--- config.mk ---
export PLATFORM = sky130hd
export DESIGN_NAME = inst_fetch_queue_flat
export DESIGN_NICKNAME = d
export VERILOG_FILES = /design/src/rtl/inst_fetch_queue_pkg.sv /design/src/rtl/inst_fetch_queue_if.sv /design/src/rtl/ifq_fifo.sv /design/src/rtl/inst_fetch_queue.sv /design/src/flat_wrapper.sv
export SDC_FILE = /design/constraint.sdc
export NUM_CORES = 1
export LEC_CHECK = 0
export ABC_CLOCK_PERIOD_IN_PS = 2250
export BUFFER_PORTS_ARGS = -buffer_cell sky130_fd_sc_hd__buf_2
export CORE_MARGIN = 1.5
export CORE_UTILIZATION = 30
export DETAILED_ROUTE_END_ITERATION = 10
export PLACE_DENSITY_LB_ADDON = 0.12
export SLEW_MARGIN = 0
export SYNTH_ARGS = -nofsm -noshare
export SYNTH_HDL_FRONTEND = slang
export SYNTH_HIERARCHICAL = 1
export SYNTH_SLANG_ARGS = --single-unit
--- constraint.sdc ---
create_clock -name clk -period 2.25 [get_ports clk]
set_input_delay 0.3375 -clock clk [delete_from_list [all_inputs] [get_ports clk]]
set_output_delay 0.3375 -clock clk [all_outputs]
set_load 0.02 [all_outputs]
--- src/rtl/inst_fetch_queue_pkg.sv ---
// Shared widths, opcode constants and queue entry payload for the instruction fetch queue.
// IFQ_PREDECODE_EN adds a per-entry control-flow flag to the payload.
`ifndef PC_WIDTH
`define PC_WIDTH 32
`endif
`ifndef INST_WIDTH
`define INST_WIDTH 32
`endif

package inst_fetch_queue_pkg;

    localparam int unsigned PC_WIDTH   = `PC_WIDTH;
    localparam int unsigned INST_WIDTH = `INST_WIDTH;

`ifdef IFQ_PREDECODE_EN
    localparam logic [6:0] OPC_BRANCH = 7'b1100011;
    localparam logic [6:0] OPC_JAL    = 7'b1101111;
    localparam logic [6:0] OPC_JALR   = 7'b1100111;

    typedef struct packed {
        logic [PC_WIDTH-1:0]   pc;
        logic [INST_WIDTH-1:0] inst;
        logic                  is_ctrl;
    } ifq_entry_t;

    // Branch, jal and jalr all redirect the front end.
    function automatic logic is_ctrl_op(input logic [6:0] opcode);
        return (opcode == OPC_BRANCH) || (opcode == OPC_JAL) || (opcode == OPC_JALR);
    endfunction
`else
    typedef struct packed {
        logic [PC_WIDTH-1:0]   pc;
        logic [INST_WIDTH-1:0] inst;
    } ifq_entry_t;
`endif

endpackage

--- src/rtl/inst_fetch_queue_if.sv ---
// Fetch-side bundle: PC register handshake, instruction memory port and decode valid/ready.
// master is the fetch queue, slave is the surrounding core and memory.
interface inst_fetch_queue_if;
    import inst_fetch_queue_pkg::*;

    logic                  cpu_en;
    logic [PC_WIDTH-1:0]   pc;
    logic                  flush;
    logic                  pc_stall;
    logic                  imem_rd_en;
    logic [PC_WIDTH-1:0]   imem_addr;
    logic [INST_WIDTH-1:0] imem_rdata;
    logic                  ifq_valid;
    logic                  ifq_ready;
    logic [PC_WIDTH-1:0]   ifq_pc;
    logic [INST_WIDTH-1:0] ifq_inst;
    logic                  ifq_is_ctrl;

    modport master (
        input  cpu_en, pc, flush, imem_rdata, ifq_ready,
        output pc_stall, imem_rd_en, imem_addr, ifq_valid, ifq_pc, ifq_inst, ifq_is_ctrl
    );

    modport slave (
        output cpu_en, pc, flush, imem_rdata, ifq_ready,
        input  pc_stall, imem_rd_en, imem_addr, ifq_valid, ifq_pc, ifq_inst, ifq_is_ctrl
    );

endinterface

--- src/rtl/ifq_fifo.sv ---
// Circular-buffer storage for fetched entries: wrapping pointers, occupancy count,
// push/pop with a clear that dominates both.
module ifq_fifo
    import inst_fetch_queue_pkg::*;
#(
    parameter int unsigned DEPTH = 4
) (
    input  logic                           clk,
    input  logic                           rst_n,
    input  logic                           clear,
    input  logic                           push,
    input  ifq_entry_t                     push_data,
    input  logic                           pop,
    output ifq_entry_t                     head,
    output logic [$clog2(DEPTH + 1)-1:0]   count
);

    localparam int unsigned PTR_W = $clog2(DEPTH);
    localparam int unsigned CNT_W = $clog2(DEPTH + 1);

    ifq_entry_t       mem [DEPTH];
    logic [PTR_W-1:0] wr_ptr;
    logic [PTR_W-1:0] rd_ptr;

    // DEPTH is a power of two, so pointers wrap by natural overflow.
    always_ff @(posedge clk or negedge rst_n) begin
        if (!rst_n) begin
            wr_ptr <= '0;
            rd_ptr <= '0;
            count  <= '0;
            for (int i = 0; i < int'(DEPTH); i++) begin
                mem[i] <= '0;
            end
        end else if (clear) begin
            wr_ptr <= '0;
            rd_ptr <= '0;
            count  <= '0;
        end else begin
            if (push) begin
                mem[wr_ptr] <= push_data;
                wr_ptr      <= wr_ptr + PTR_W'(1);
            end
            if (pop) begin
                rd_ptr <= rd_ptr + PTR_W'(1);
            end
            count <= count + CNT_W'(push) - CNT_W'(pop);
        end
    end

    assign head = mem[rd_ptr];

endmodule

--- src/rtl/inst_fetch_queue.sv ---
// Fetch stage: issues pc to a 1-cycle synchronous imem, queues {pc, word} and drains to decode.
// Optional IFQ_PREDECODE_EN macro stores a branch/jal/jalr flag per entry on ifq_is_ctrl.
module inst_fetch_queue
    import inst_fetch_queue_pkg::*;
#(
    parameter int unsigned IFQ_DEPTH = 4
) (
    input  logic                clk,
    input  logic                rst_n,
    inst_fetch_queue_if.master  ifc
);

    localparam int unsigned CNT_W = $clog2(IFQ_DEPTH + 1);
    localparam int unsigned SUM_W = CNT_W + 1;

    logic                issue;
    logic                push;
    logic                pop;
    logic                valid;
    logic                stall;
    logic                pending_vld;
    logic [PC_WIDTH-1:0] pending_pc;
    logic [CNT_W-1:0]    count;
    logic [SUM_W-1:0]    occupancy;
    ifq_entry_t          push_data;
    ifq_entry_t          head;

    // Reserve a slot for the in-flight response; a same-cycle pop earns no credit.
    assign occupancy = SUM_W'(count) + SUM_W'(pending_vld);
    assign stall     = (occupancy >= SUM_W'(IFQ_DEPTH));
    assign valid     = (count != '0);

    assign issue = ifc.cpu_en & ~stall & ~ifc.flush;
    assign push  = pending_vld & ~ifc.flush;
    assign pop   = valid & ifc.ifq_ready & ifc.cpu_en;

    // Track the one outstanding memory read; a flush orphans it.
    always_ff @(posedge clk or negedge rst_n) begin
        if (!rst_n) begin
            pending_vld <= 1'b0;
            pending_pc  <= '0;
        end else if (ifc.flush) begin
            pending_vld <= 1'b0;
        end else begin
            pending_vld <= issue;
            if (issue) begin
                pending_pc <= ifc.pc;
            end
        end
    end

    always_comb begin
        push_data      = '0;
        push_data.pc   = pending_pc;
        push_data.inst = ifc.imem_rdata;
`ifdef IFQ_PREDECODE_EN
        push_data.is_ctrl = is_ctrl_op(ifc.imem_rdata[6:0]);
`endif
    end

    ifq_fifo #(
        .DEPTH (IFQ_DEPTH)
    ) u_fifo (
        .clk       (clk),
        .rst_n     (rst_n),
        .clear     (ifc.flush),
        .push      (push),
        .push_data (push_data),
        .pop       (pop),
        .head      (head),
        .count     (count)
    );

    assign ifc.pc_stall   = stall;
    assign ifc.imem_rd_en = issue;
    assign ifc.imem_addr  = ifc.pc;
    assign ifc.ifq_valid  = valid;
    assign ifc.ifq_pc     = head.pc;
    assign ifc.ifq_inst   = head.inst;
`ifdef IFQ_PREDECODE_EN
    assign ifc.ifq_is_ctrl = head.is_ctrl;
`else
    assign ifc.ifq_is_ctrl = 1'b0;
`endif

endmodule

--- src/flat_wrapper.sv ---
// flat-port wrapper written by rule: the top's interface ports become plain ports
module inst_fetch_queue_flat import inst_fetch_queue_pkg::*;
#(
    parameter int unsigned IFQ_DEPTH = 4
)
  (clk, rst_n, ifc_cpu_en, ifc_pc, ifc_flush, ifc_imem_rdata, ifc_ifq_ready, ifc_pc_stall, ifc_imem_rd_en, ifc_imem_addr, ifc_ifq_valid, ifc_ifq_pc, ifc_ifq_inst, ifc_ifq_is_ctrl);
  inst_fetch_queue_if ifc_i ();
  input  logic clk;
  input  logic rst_n;
  input wire logic [$bits(ifc_i.cpu_en)-1:0] ifc_cpu_en;
  input wire logic [$bits(ifc_i.pc)-1:0] ifc_pc;
  input wire logic [$bits(ifc_i.flush)-1:0] ifc_flush;
  input wire logic [$bits(ifc_i.imem_rdata)-1:0] ifc_imem_rdata;
  input wire logic [$bits(ifc_i.ifq_ready)-1:0] ifc_ifq_ready;
  output wire logic [$bits(ifc_i.pc_stall)-1:0] ifc_pc_stall;
  output wire logic [$bits(ifc_i.imem_rd_en)-1:0] ifc_imem_rd_en;
  output wire logic [$bits(ifc_i.imem_addr)-1:0] ifc_imem_addr;
  output wire logic [$bits(ifc_i.ifq_valid)-1:0] ifc_ifq_valid;
  output wire logic [$bits(ifc_i.ifq_pc)-1:0] ifc_ifq_pc;
  output wire logic [$bits(ifc_i.ifq_inst)-1:0] ifc_ifq_inst;
  output wire logic [$bits(ifc_i.ifq_is_ctrl)-1:0] ifc_ifq_is_ctrl;
  assign ifc_i.cpu_en = ifc_cpu_en;
  assign ifc_i.pc = ifc_pc;
  assign ifc_i.flush = ifc_flush;
  assign ifc_i.imem_rdata = ifc_imem_rdata;
  assign ifc_i.ifq_ready = ifc_ifq_ready;
  assign ifc_pc_stall = ifc_i.pc_stall;
  assign ifc_imem_rd_en = ifc_i.imem_rd_en;
  assign ifc_imem_addr = ifc_i.imem_addr;
  assign ifc_ifq_valid = ifc_i.ifq_valid;
  assign ifc_ifq_pc = ifc_i.ifq_pc;
  assign ifc_ifq_inst = ifc_i.ifq_inst;
  assign ifc_ifq_is_ctrl = ifc_i.ifq_is_ctrl;
  inst_fetch_queue #(.IFQ_DEPTH(IFQ_DEPTH)) u_core (.clk(clk), .rst_n(rst_n), .ifc(ifc_i));
endmodule
==> flow_summary.yaml, run 1 <==
outcome:
  run_status: "finished, violations left"
  violations: "negative setup slack"
pwr:
  static-leakage-power_nw: 8.84
  vdd_ir_drop_max_mv: 0.554
  power_total_mw: 19.8
  p_per_cell_area_mw_per_mm2: 1130
sta:
  timing.setup.tns_ns: -3.73
  finalCritPeriodShare: 1.04
  final_report_setup_violation_count: 63
  finalClockSkew_ns: 0.0157
  max_freq_mhz: 425
  final.setup.worst_slack_ns: -0.101
  timing.final.crit_period_ns: 2.35
  final-hold-violation-count: 0
  rsz0062_at_grt: "true"
  slew_viol_final: 0
clock_tree:
  tritoncts: "built"
  ctsRootBufferMaster: "sky130_fd_sc_hd__clkbuf_16"
  ctsHtreeMaxLevel: 2
  numClockSinks: 296
  worst_skew_pair.late_latency_ns: 0.54
  cts.clk_slew.worst_paths_ns: 0.06
  cts-root-to-sink-buffers: 3
  tritoncts.num_buffers: 37
critical_path:
  timing.critical_path.arrival_ns: 2.01
  critical_path.endpoint_type: "output port"
  r2r_end: "u_core/u_fifo/count[1]$_DFF_PN0_"
  path_class: "register to output port"
  rr_startpoint: "u_core/u_fifo/count[2]$_DFF_PN0_"
  crit_path_launch_type: "register"
  crit_required_ns: 1.91
  worst-r2r-cell-count: 8
  path_max_fanout: 8
  reg2reg_slack_ns: 0.09
detailed_routing:
  totalWireLength_mm: 32.5
  drtAntennaViolNets: 0
  detail_route.vias_per_cell: 4.51
  drt_pre_antenna_iters: 6
  num_vias: 7109
  drc: 0
  route.detailed.wl_per_inst_um: 20.6
  drt_iter0_markers: 304
place:
  gp_congestion: 0.688
  place.detailed.hpwl_mm: 19.4
  io_buffers: 167
  placed_cells_incl_taps: 1496
yosys:
  synth_compound_area_frac: 0.00168
  post_synth_mux_area_share: 0.398
  synth_fp_nets: 842
  synth.avg_cell_area_um2: 18.5
  synth-seq-cells: 296
  yosysWarnings: 6
  synth-seq-area-share: 0.523
  synth.distinct_cells: 28
  yosys.area_share.adder: 0.00672
  synth_xor_xnor_area_share: 0.00283
  netlist_instances: 766
  synthSimpleGateAreaFrac: 0.00901
  synth_top_family_by_area: "multiplexers"
  synth_area_mm2: 0.0142
global_routing:
  antenna_found_initial: 1
  grt_max_degree: 48
  first_global_vias: 8013
  first_pass_grt_wire_length_mm: 50.6
  globalRouteTotalUtil: 0.139
  gr_ovfl_total: 0
finish:
  finish.net_count: 1020
  nFillCells: 4297
  areaGrowthSynthToFinish_pct: 23.2
  layout.cells.most_common: "sky130_fd_sc_hd__dfrtp_1"
  post-route-util: 0.375
  n_antenna_cell: 0
  finalNonFillerCells: 1578
  mostFrequentLayoutCells: "sky130_fd_sc_hd__dfrtp_1 (294), sky130_fd_sc_hd__mux2_4 (252), sky130_fd_sc_hd__buf_2 (106), sky130_fd_sc_hd__mux4_2 (64), sky130_fd_sc_hd__buf_6 (60)"
  final_layout_size_suffix_gt1_frac: 0.658
floorplan:
  initial_core_utilization: 0.304
  die-area_mm2: 0.0485
  fp.coreArea_mm2: 0.0466
  die_w_um: 220
  die_y_um: 220
  io_pins: 169
  floorplan.rows: 79
min_path:
  hold_class: "input pin to register"
  min-delay-start: "ifc_pc[14]"
  holdPathStages: 2
  min_delay_worst_endpoint: "u_core/pending_pc[14]$_DFFE_PN0P_"
flow_run:
  maxCapViolCount: 0
-- layout make-up --
cell class	instances	area, um^2	area share
multi-input combinational	382	5950	0.341
clock buffer	52	1070	0.0615
timing repair buffer	221	2060	0.118
inverter	6	22.5	0.00129
sequential	296	7410	0.425
tap	607	759	0.0435
clock inverter	14	163	0.00933
-- stage by stage --
step / area [um^2] / hold WS [ns] / setup slack, ns
after floorplan: 14200 / 0.0419 / 0.0328
after global placement: 15500 / 0.290 / 0.0621
after detailed placement: 15500 / 0.287 / 0.0670
after CTS: 17400 / 0.00242 / -0.151
after global routing: 17400 / 0.0207 / -0.171
final: 17400 / 0.0371 / -0.101
-- cells in the mapped netlist --
| cell | number | area share |
|---|---|---|
| sky130_fd_sc_hd__buf_12 | 6 | 0.0085 |
| sky130_fd_sc_hd__conb_1 | 1 | 0.00026 |
| sky130_fd_sc_hd__a31o_1 | 1 | 0.00062 |
| sky130_fd_sc_hd__xnor3_1 | 1 | 0.0016 |
| sky130_fd_sc_hd__nand3b_4 | 3 | 0.0042 |
| sky130_fd_sc_hd__buf_6 | 32 | 0.025 |
| sky130_fd_sc_hd__buf_4 | 36 | 0.019 |
| sky130_fd_sc_hd__xnor2_1 | 2 | 0.0012 |
| sky130_fd_sc_hd__and3_1 | 1 | 0.00044 |
| sky130_fd_sc_hd__nor2b_1 | 2 | 0.00088 |
| sky130_fd_sc_hd__fa_1 | 1 | 0.0014 |
| sky130_fd_sc_hd__or3_1 | 1 | 0.00044 |
| sky130_fd_sc_hd__mux4_2 | 64 | 0.10 |
| sky130_fd_sc_hd__ha_1 | 6 | 0.0053 |
| sky130_fd_sc_hd__or3b_1 | 1 | 0.00062 |
| sky130_fd_sc_hd__nor2_1 | 5 | 0.0013 |
| sky130_fd_sc_hd__mux2i_1 | 1 | 0.00071 |
| sky130_fd_sc_hd__a21bo_2 | 1 | 0.00071 |
| sky130_fd_sc_hd__a21oi_1 | 1 | 0.00035 |
| sky130_fd_sc_hd__inv_1 | 6 | 0.0016 |
| sky130_fd_sc_hd__mux2_4 | 252 | 0.27 |
| sky130_fd_sc_hd__clkbuf_1 | 2 | 0.00053 |
| sky130_fd_sc_hd__buf_8 | 1 | 0.0011 |
| sky130_fd_sc_hd__mux2_1 | 2 | 0.0016 |
| sky130_fd_sc_hd__buf_2 | 5 | 0.0018 |
| sky130_fd_sc_hd__dfrtp_1 | 296 | 0.52 |
| sky130_fd_sc_hd__nand3b_1 | 2 | 0.0011 |
| sky130_fd_sc_hd__mux2_2 | 34 | 0.027 |
-- power breakdown --
part	switching, mW	internal [mW]	leakage, nW
combinational	2.56	3.91	4.33
sequential	0.826	6.45	3.90
clock	2.35	3.68	0.611
total	5.74	14.0	8.84
-- timing repair --
action | CTS | global route
hold buffers | 3 | 0
gates cloned | 3 | 1
setup endpoints to repair | 64 | 65
gates resized for setup | 132 | 13
endpoints found under the hold margin | 40 | 0
setup buffers | 9 | 0
pin swaps | 1 | 0
-- routing by layer --
layer / vias up / GRT usage / part of all wire
li1: 3129 / - / -
met1: 3801 / 0.192 / 0.46
met2: 130 / 0.217 / 0.47
met3: 47 / 0.0302 / 0.047
met4: 2 / 0.0410 / 0.017
met5: - / 0 / 0.00040
-- cells by family (layout without fill, tap and decap cells) --
logic type      count (synthesis)  after routing
buf+inv                        88            293
flops                         296            296
simple gates                   15             15
mux                           353            353
xor+xnor                        3              3
other cells                     1              1
compound gates                  3              3
fa+ha+maj                       7              7
-- flip-flops by register name, indices dropped and copies added (netlist names) --
register / flops
u_core/u_fifo/mem: 256
u_core/pending_pc: 32
u_core/u_fifo/count: 3
u_core/u_fifo/rd_ptr: 2
u_core/u_fifo/wr_ptr: 2
u_core/pending_vld: 1
-- how the worst max path moves through the flow --
stage	start	to	slack [ns]	cells after the start
final	u_core/u_fifo/rd_ptr[0]$_DFFE_PN0P_	ifc_ifq_inst[19]	-0.10	4
after detailed placement	u_core/u_fifo/count[2]$_DFF_PN0_	u_core/u_fifo/count[2]$_DFF_PN0_	0.07	9
after CTS	u_core/u_fifo/rd_ptr[0]$_DFFE_PN0P_	ifc_ifq_inst[19]	-0.15	4
after global placement	u_core/u_fifo/count[2]$_DFF_PN0_	u_core/u_fifo/count[2]$_DFF_PN0_	0.06	9
after floorplan	u_core/u_fifo/count[1]$_DFF_PN0_	u_core/u_fifo/count[2]$_DFF_PN0_	0.03	9
after global routing	u_core/u_fifo/rd_ptr[0]$_DFFE_PN0P_	ifc_ifq_inst[28]	-0.17	4
-- worst max-delay path, stage by stage (launching register included) --
cell and delay [ns]:
sky130_fd_sc_hd__dfrtp_4 0.46, sky130_fd_sc_hd__buf_12 0.15, sky130_fd_sc_hd__buf_12 0.15, sky130_fd_sc_hd__mux4_2 0.55, sky130_fd_sc_hd__buf_6 0.16
(Power assumes the default switching activity.)
==> run 2: changes to the inputs <==
--- a/config.mk
+++ b/config.mk
@@ -10,7 +10,6 @@
 export CORE_MARGIN = 1.5
 export CORE_UTILIZATION = 30
 export DETAILED_ROUTE_END_ITERATION = 10
-export PLACE_DENSITY_LB_ADDON = 0.12
 export SLEW_MARGIN = 0
 export SYNTH_ARGS = -nofsm -noshare
 export SYNTH_HDL_FRONTEND = slang
==> run 2 against run 1 <==
  * The flow still finishes with violations (negative setup slack)
  * Sequential power about the same
  * Die area did not move
  * Core utilization decreased by 0.40 points
  * Highest routed layer is now met4
  * Register-to-register slack worse by 0.02 ns
  * Clock-buffer cell count decreased by 6
  * Worst hold slack lost 0.0022 ns
  * Non-clock buffer count decreased by 2
  * Sequential share of layout area up 0.46 points
  * Global-route usage down 0.56 points
  * Wire length down 2.7%
  * Via count up 0.55%
  * Clock skew grew 0.0017 ns
==> flow_summary.yaml, run 2 (synthesis gave the netlist of run 1 again) <==
floorplan:
  die-area_mm2: 0.0485
  initial_core_utilization: 0.304
  io_pins: 169
  fp.coreArea_mm2: 0.0466
  die_y_um: 220
  floorplan.rows: 79
  die_w_um: 220
global_routing:
  antenna_found_initial: 0
  globalRouteTotalUtil: 0.133
  first_pass_grt_wire_length_mm: 48.6
  gr_ovfl_total: 0
  busiest_layer: "met2"
  m3_gr_usage: 0.0296
  met2_routing_resource_usage_after_global_routing: 0.198
  gr_util_met1: 0.192
  grt_max_degree: 60
  first_global_vias: 7765
finish:
  layout.cells.most_common: "sky130_fd_sc_hd__dfrtp_1"
  top_regs: "u_core/u_fifo/mem: 256 flops, u_core/pending_pc: 32 flops, u_core/u_fifo/count: 3 flops"
  finish.net_count: 1016
  nFillCells: 4305
  mostFrequentLayoutCells: "sky130_fd_sc_hd__dfrtp_1 (294), sky130_fd_sc_hd__mux2_4 (252), sky130_fd_sc_hd__buf_2 (118), sky130_fd_sc_hd__mux4_2 (64), sky130_fd_sc_hd__buf_6 (50)"
  n_antenna_cell: 0
  multi_input_comb_area_mm2: 0.00595
  areaGrowthSynthToFinish_pct: 21.9
  area.sequential_mm2: 0.00741
  post-route-util: 0.371
  final_layout_size_suffix_gt1_frac: 0.658
  largest_register_ffs: 256
  regMostFlops: "u_core/u_fifo/mem"
outcome:
  violations: "negative setup slack"
  run_status: "finished, violations left"
critical_path:
  timing.critical_path.arrival_ns: 2.09
  path_max_fanout: 7
  crit_path_launch_type: "register"
  path_class: "register to output port"
  critical_path.endpoint_type: "output port"
  crit_required_ns: 1.91
detailed_routing:
  totalWireLength_mm: 31.6
  drc: 0
  drt_pre_antenna_iters: 4
  route.detailed.wl_per_inst_um: 20.1
  detail_route.vias_per_cell: 4.56
  drt_iter0_markers: 285
  num_vias: 7148
  drtAntennaViolNets: 0
clock_tree:
  tritoncts.num_buffers: 35
  cts-root-to-sink-buffers: 3
  ctsHtreeMaxLevel: 2
  cts.clk_slew.worst_paths_ns: 0.06
  numClockSinks: 296
  tritoncts: "built"
  worst_skew_pair.late_latency_ns: 0.55
  ctsRootBufferMaster: "sky130_fd_sc_hd__clkbuf_16"
pwr:
  vdd_ir_drop_max_mv: 0.799
  power_total_mw: 19.6
  p_per_cell_area_mw_per_mm2: 1140
  static-leakage-power_nw: 8.76
min_path:
  hold_class: "input pin to register"
sta:
  final.setup.worst_slack_ns: -0.174
  finalCritPeriodShare: 1.08
  timing.setup.tns_ns: -7.35
  final_report_setup_violation_count: 60
  final-hold-violation-count: 0
  finalClockSkew_ns: 0.0174
  timing.final.crit_period_ns: 2.42
  max_freq_mhz: 413
  hold_ws_ns: 0.0349
  worstMarginPinSlew_ns: 0.520
  slew_viol_final: 0
  rsz0062_at_grt: "true"
  timing.max_slew.rel_slack: 0.653
place:
  gp_congestion: 0.672
  place.detailed.hpwl_mm: 18.3
  io_buffers: 167
flow_run:
  maxCapViolCount: 0
==> run 2: metrics by stage <==
step	setup slack [ns]	instance area [um^2]	instances
after global routing	-0.237	17300	1569
after floorplan	0.0328	14200	766
final	-0.174	17300	1569
after CTS	-0.216	17200	1566
after detailed placement	0.0442	15400	1492
after global placement	0.0655	15400	1492
==> run 2: final timing paths <==
kind | start | endpoint | slack [ns] | cells past startpoint
min | ifc_pc[3] | u_core/pending_pc[3]$_DFFE_PN0P_ | 0.03 | 2
max | u_core/u_fifo/rd_ptr[0]$_DFFE_PN0P_ | ifc_ifq_pc[20] | -0.17 | 5
min reg2reg | u_core/u_fifo/mem[41]$_DFFE_PN0P_ | u_core/u_fifo/mem[41]$_DFFE_PN0P_ | 0.49 | 1
min in group asynchronous | rst_n | u_core/u_fifo/mem[72]$_DFFE_PN0P_ | 0.34 | 2
max in group asynchronous | rst_n | u_core/pending_pc[13]$_DFFE_PN0P_ | 1.16 | 3
max reg2reg | u_core/u_fifo/count[2]$_DFF_PN0_ | u_core/u_fifo/count[2]$_DFF_PN0_ | 0.07 | 9
==> run 2: cell type report <==
class,instances,area share
Sequential cell,296,0.430
Multi-Input combinational cell,382,0.345
Timing Repair Buffer,219,0.112
Clock buffer,46,0.0566
Tap cell,607,0.0440
Clock inverter,13,0.0120
Inverter,6,0.00145
==> run 2: report_power, final <==
part	total, mW	internal [mW]	switching, mW
clock	5.91	3.63	2.27
combinational	6.40	3.81	2.59
sequential	7.28	6.45	0.825
total	19.6	13.9	5.69
==> run 2: repair_timing <==
action	CTS	global route
setup endpoints to repair	65	66
resized for setup	113	7
buffers inserted	6	4
pin swaps	1	2
cloned	7	0
hold buffers	2	0
hold endpoints to repair	48	0
==> run 2: per-layer routing <==
layer	vias up	part of all wire
met3	41	0.044
met5	-	0
met4	0	0.019
met1	3834	0.49
li1	3128	-
met2	145	0.45
==> run 2: critical path, cell delays in order, from the launching register on <==
cell and delay (ns):
sky130_fd_sc_hd__dfrtp_4 0.48, sky130_fd_sc_hd__buf_12 0.14, sky130_fd_sc_hd__buf_12 0.13, sky130_fd_sc_hd__buf_16 0.16, sky130_fd_sc_hd__mux4_2 0.48, sky130_fd_sc_hd__buf_6 0.16
==> run 3: changes to the inputs <==
--- a/config.mk
+++ b/config.mk
@@ -9,6 +9,7 @@
 export BUFFER_PORTS_ARGS = -buffer_cell sky130_fd_sc_hd__buf_2
 export CORE_MARGIN = 1.5
 export CORE_UTILIZATION = 30
+export CTS_BUF_LIST = sky130_fd_sc_hd__clkbuf_2
 export DETAILED_ROUTE_END_ITERATION = 10
 export SLEW_MARGIN = 0
 export SYNTH_ARGS = -nofsm -noshare
==> run 3 against run 2 <==
  * The flow still finishes with violations (negative setup slack)
  * Sequential share of layout area is 1.7 points lower
  * Non-clock buffer count is 104 higher
  * Maximum frequency is 15% lower
  * Critical path depth stayed put
  * Clock-buffer cell count is 72 higher
  * Clock power is 31% lower
==> flow_summary.yaml, run 3 (synthesis gave the netlist of run 1 again) <==
outcome:
  run_status: "finished, violations left"
  violations: "negative setup slack"
pwr:
  p_clk_frac: 0.227
  power.net_switching_mw: 5.80
  static-leakage-power_nw: 9.21
  vdd_ir_drop_max_mv: 0.606
  p_int_mw: 12.2
  power_switching_share: 0.322
  share_seq_of_total_power: 0.403
  p_per_cell_area_mw_per_mm2: 1000
  comb_power_share: 0.370
detailed_routing:
  totalWireLength_mm: 33.1
  drt_pre_antenna_iters: 4
  drt_iter0_markers: 317
  route.detailed.wl_per_inst_um: 18.8
  num_vias: 7848
  drc: 0
  detail_route.vias_per_cell: 4.45
  drtAntennaViolNets: 0
critical_path:
  slowest_stage: "sky130_fd_sc_hd__dfrtp_4"
  rr_startpoint: "u_core/u_fifo/count[2]$_DFF_PN0_"
  path_max_fanout: 7
  reg2reg_slack_ns: 0.05
  cp_slowest_stage_delay_ns: 0.49
  path_class: "register to output port"
  crit_path_launch_type: "register"
  crit_required_ns: 1.91
  critical_path.startpoint: "u_core/u_fifo/rd_ptr[0]$_DFFE_PN0P_"
  timing.critical_path.buf_inv: 4
  timing.critical_path.arrival_ns: 2.52
  critical_path.most_common_cell: "sky130_fd_sc_hd__buf_6"
  crit_path_cell_trace: "buf_6 -> buf_12 -> buf_16 -> mux4_2 -> buf_6"
  critical_path.top_delay_family: "buffers and inverters"
  critical_path.endpoint_type: "output port"
sta:
  finalClockSkew_ns: 0.0686
  timing.setup.tns_ns: -35.70
  final_report_setup_violation_count: 67
  timing.final.crit_period_ns: 2.86
  slew_viol_final: 0
  final-hold-violation-count: 0
  max_freq_mhz: 350
  final.setup.worst_slack_ns: -0.609
  finalCritPeriodShare: 1.27
  rsz0062_at_grt: "true"
place:
  placed_cells_incl_taps: 1492
  post_dp_cell_area_mm2: 0.0154
  io_buffers: 167
  gp_congestion: 0.672
  place.detailed.hpwl_mm: 18.3
floorplan:
  io_pins: 169
  die_y_um: 220
  floorplan.rows: 79
  fp.coreArea_mm2: 0.0466
  die_w_um: 220
  die-area_mm2: 0.0485
  initial_core_utilization: 0.304
finish:
  regMostFlops: "u_core/u_fifo/mem"
  cell_area_after_layout_mm2: 0.0180
  post-route-util: 0.386
  layout.cells.most_common: "sky130_fd_sc_hd__dfrtp_1"
  final_layout_size_suffix_gt1_frac: 0.617
  nFillCells: 4276
  top_regs: "u_core/u_fifo/mem: 256 flops, u_core/pending_pc: 32 flops, u_core/u_fifo/count: 3 flops"
  finalNonFillerCells: 1764
  mostFrequentLayoutCells: "sky130_fd_sc_hd__dfrtp_1 (294), sky130_fd_sc_hd__mux2_4 (252), sky130_fd_sc_hd__clkbuf_2 (118), sky130_fd_sc_hd__buf_2 (108), sky130_fd_sc_hd__dlygate4sd3_1 (105)"
  finish.net_count: 1167
  largest_register_ffs: 256
  areaGrowthSynthToFinish_pct: 26.8
global_routing:
  gr_ovfl_total: 0
  first_global_vias: 8789
  antenna_found_initial: 2
  first_pass_grt_wire_length_mm: 51.6
  globalRouteTotalUtil: 0.141
  grt_max_degree: 52
clock_tree:
  tritoncts: "built"
  ctsRootBufferMaster: "sky130_fd_sc_hd__clkbuf_2"
  cts.clk_slew.worst_paths_ns: 0.10
  cts-root-to-sink-buffers: 3
  ctsHtreeMaxLevel: 3
  tritoncts.num_buffers: 82
  worst_skew_pair.late_latency_ns: 1.03
  numClockSinks: 296
flow_run:
  maxCapViolCount: 0
min_path:
  hold_class: "input pin to register"
  min-delay-start: "ifc_pc[30]"
run 3: per-layer routing:
metal | vias to the layer above | GRT usage | share of wire
li1 | 3473 | - | -
met1 | 4130 | 0.191 | 0.47
met2 | 189 | 0.210 | 0.46
met3 | 56 | 0.0438 | 0.052
met4 | 0 | 0.0535 | 0.019
met5 | - | 0 | 0
run 3: path summary, 6_finish.rpt:
path,to,cells after the start
worst max-delay path,ifc_ifq_pc[20],5
min in group asynchronous,u_core/u_fifo/mem[202]$_DFFE_PN0P_,4
worst max register to register,u_core/u_fifo/count[2]$_DFF_PN0_,10
worst min register to register,u_core/u_fifo/mem[70]$_DFFE_PN0P_,1
max in group asynchronous,u_core/u_fifo/mem[237]$_DFFE_PN0P_,4
worst min-delay path,u_core/pending_pc[30]$_DFFE_PN0P_,3
run 3: through the flow:
step           hold slack [ns]  worst slack [ns]  power, mW
2_1_floorplan           0.0419            0.0328       11.1
3_3_place_gp             0.326            0.0655       12.6
3_5_place_dp             0.325            0.0442       12.7
4_1_cts               0.000271            -0.768       18.3
5_1_grt                -0.0265            -0.841       19.1
6_report                 0.149            -0.609       18.0
run 3: worst min-delay path, cell delays in order:
cell and delay, ns:
sky130_fd_sc_hd__dlygate4sd3_1 0.52, sky130_fd_sc_hd__buf_2 0.10, sky130_fd_sc_hd__mux2_4 0.13
run 3: repair_timing:
item | CTS | global route
pin swaps | 2 | 2
endpoints found under the hold margin | 464 | 2
hold buffers | 104 | 2
gates cloned | 6 | 0
setup endpoints to repair | 67 | 69
gates resized for setup | 125 | 14
setup buffers | 9 | 3
run 3: final cells by class:
class | count | area (um^2) | share of cell area
Inverter | 6 | 25.0 | 0.00139
Clock buffer | 118 | 591 | 0.0329
Clock inverter | 26 | 181 | 0.0101
Tap cell | 607 | 759 | 0.0423
Multi-Input combinational cell | 382 | 5970 | 0.333
Antenna cell | 6 | 15.0 | 0.000836
Timing Repair Buffer | 323 | 3000 | 0.167
Sequential cell | 296 | 7410 | 0.413
run 3: power by group through the flow:
stage                     logic [mW]  registers [mW]  clock network (mW)
after floorplan                 4.09            7.05                   0
after global placement          5.29            7.30                   0
after detailed placement        5.38            7.32                   0
after CTS                       6.69            7.26                4.32
after global routing            7.07            7.43                4.61
final                           6.66            7.26                4.08
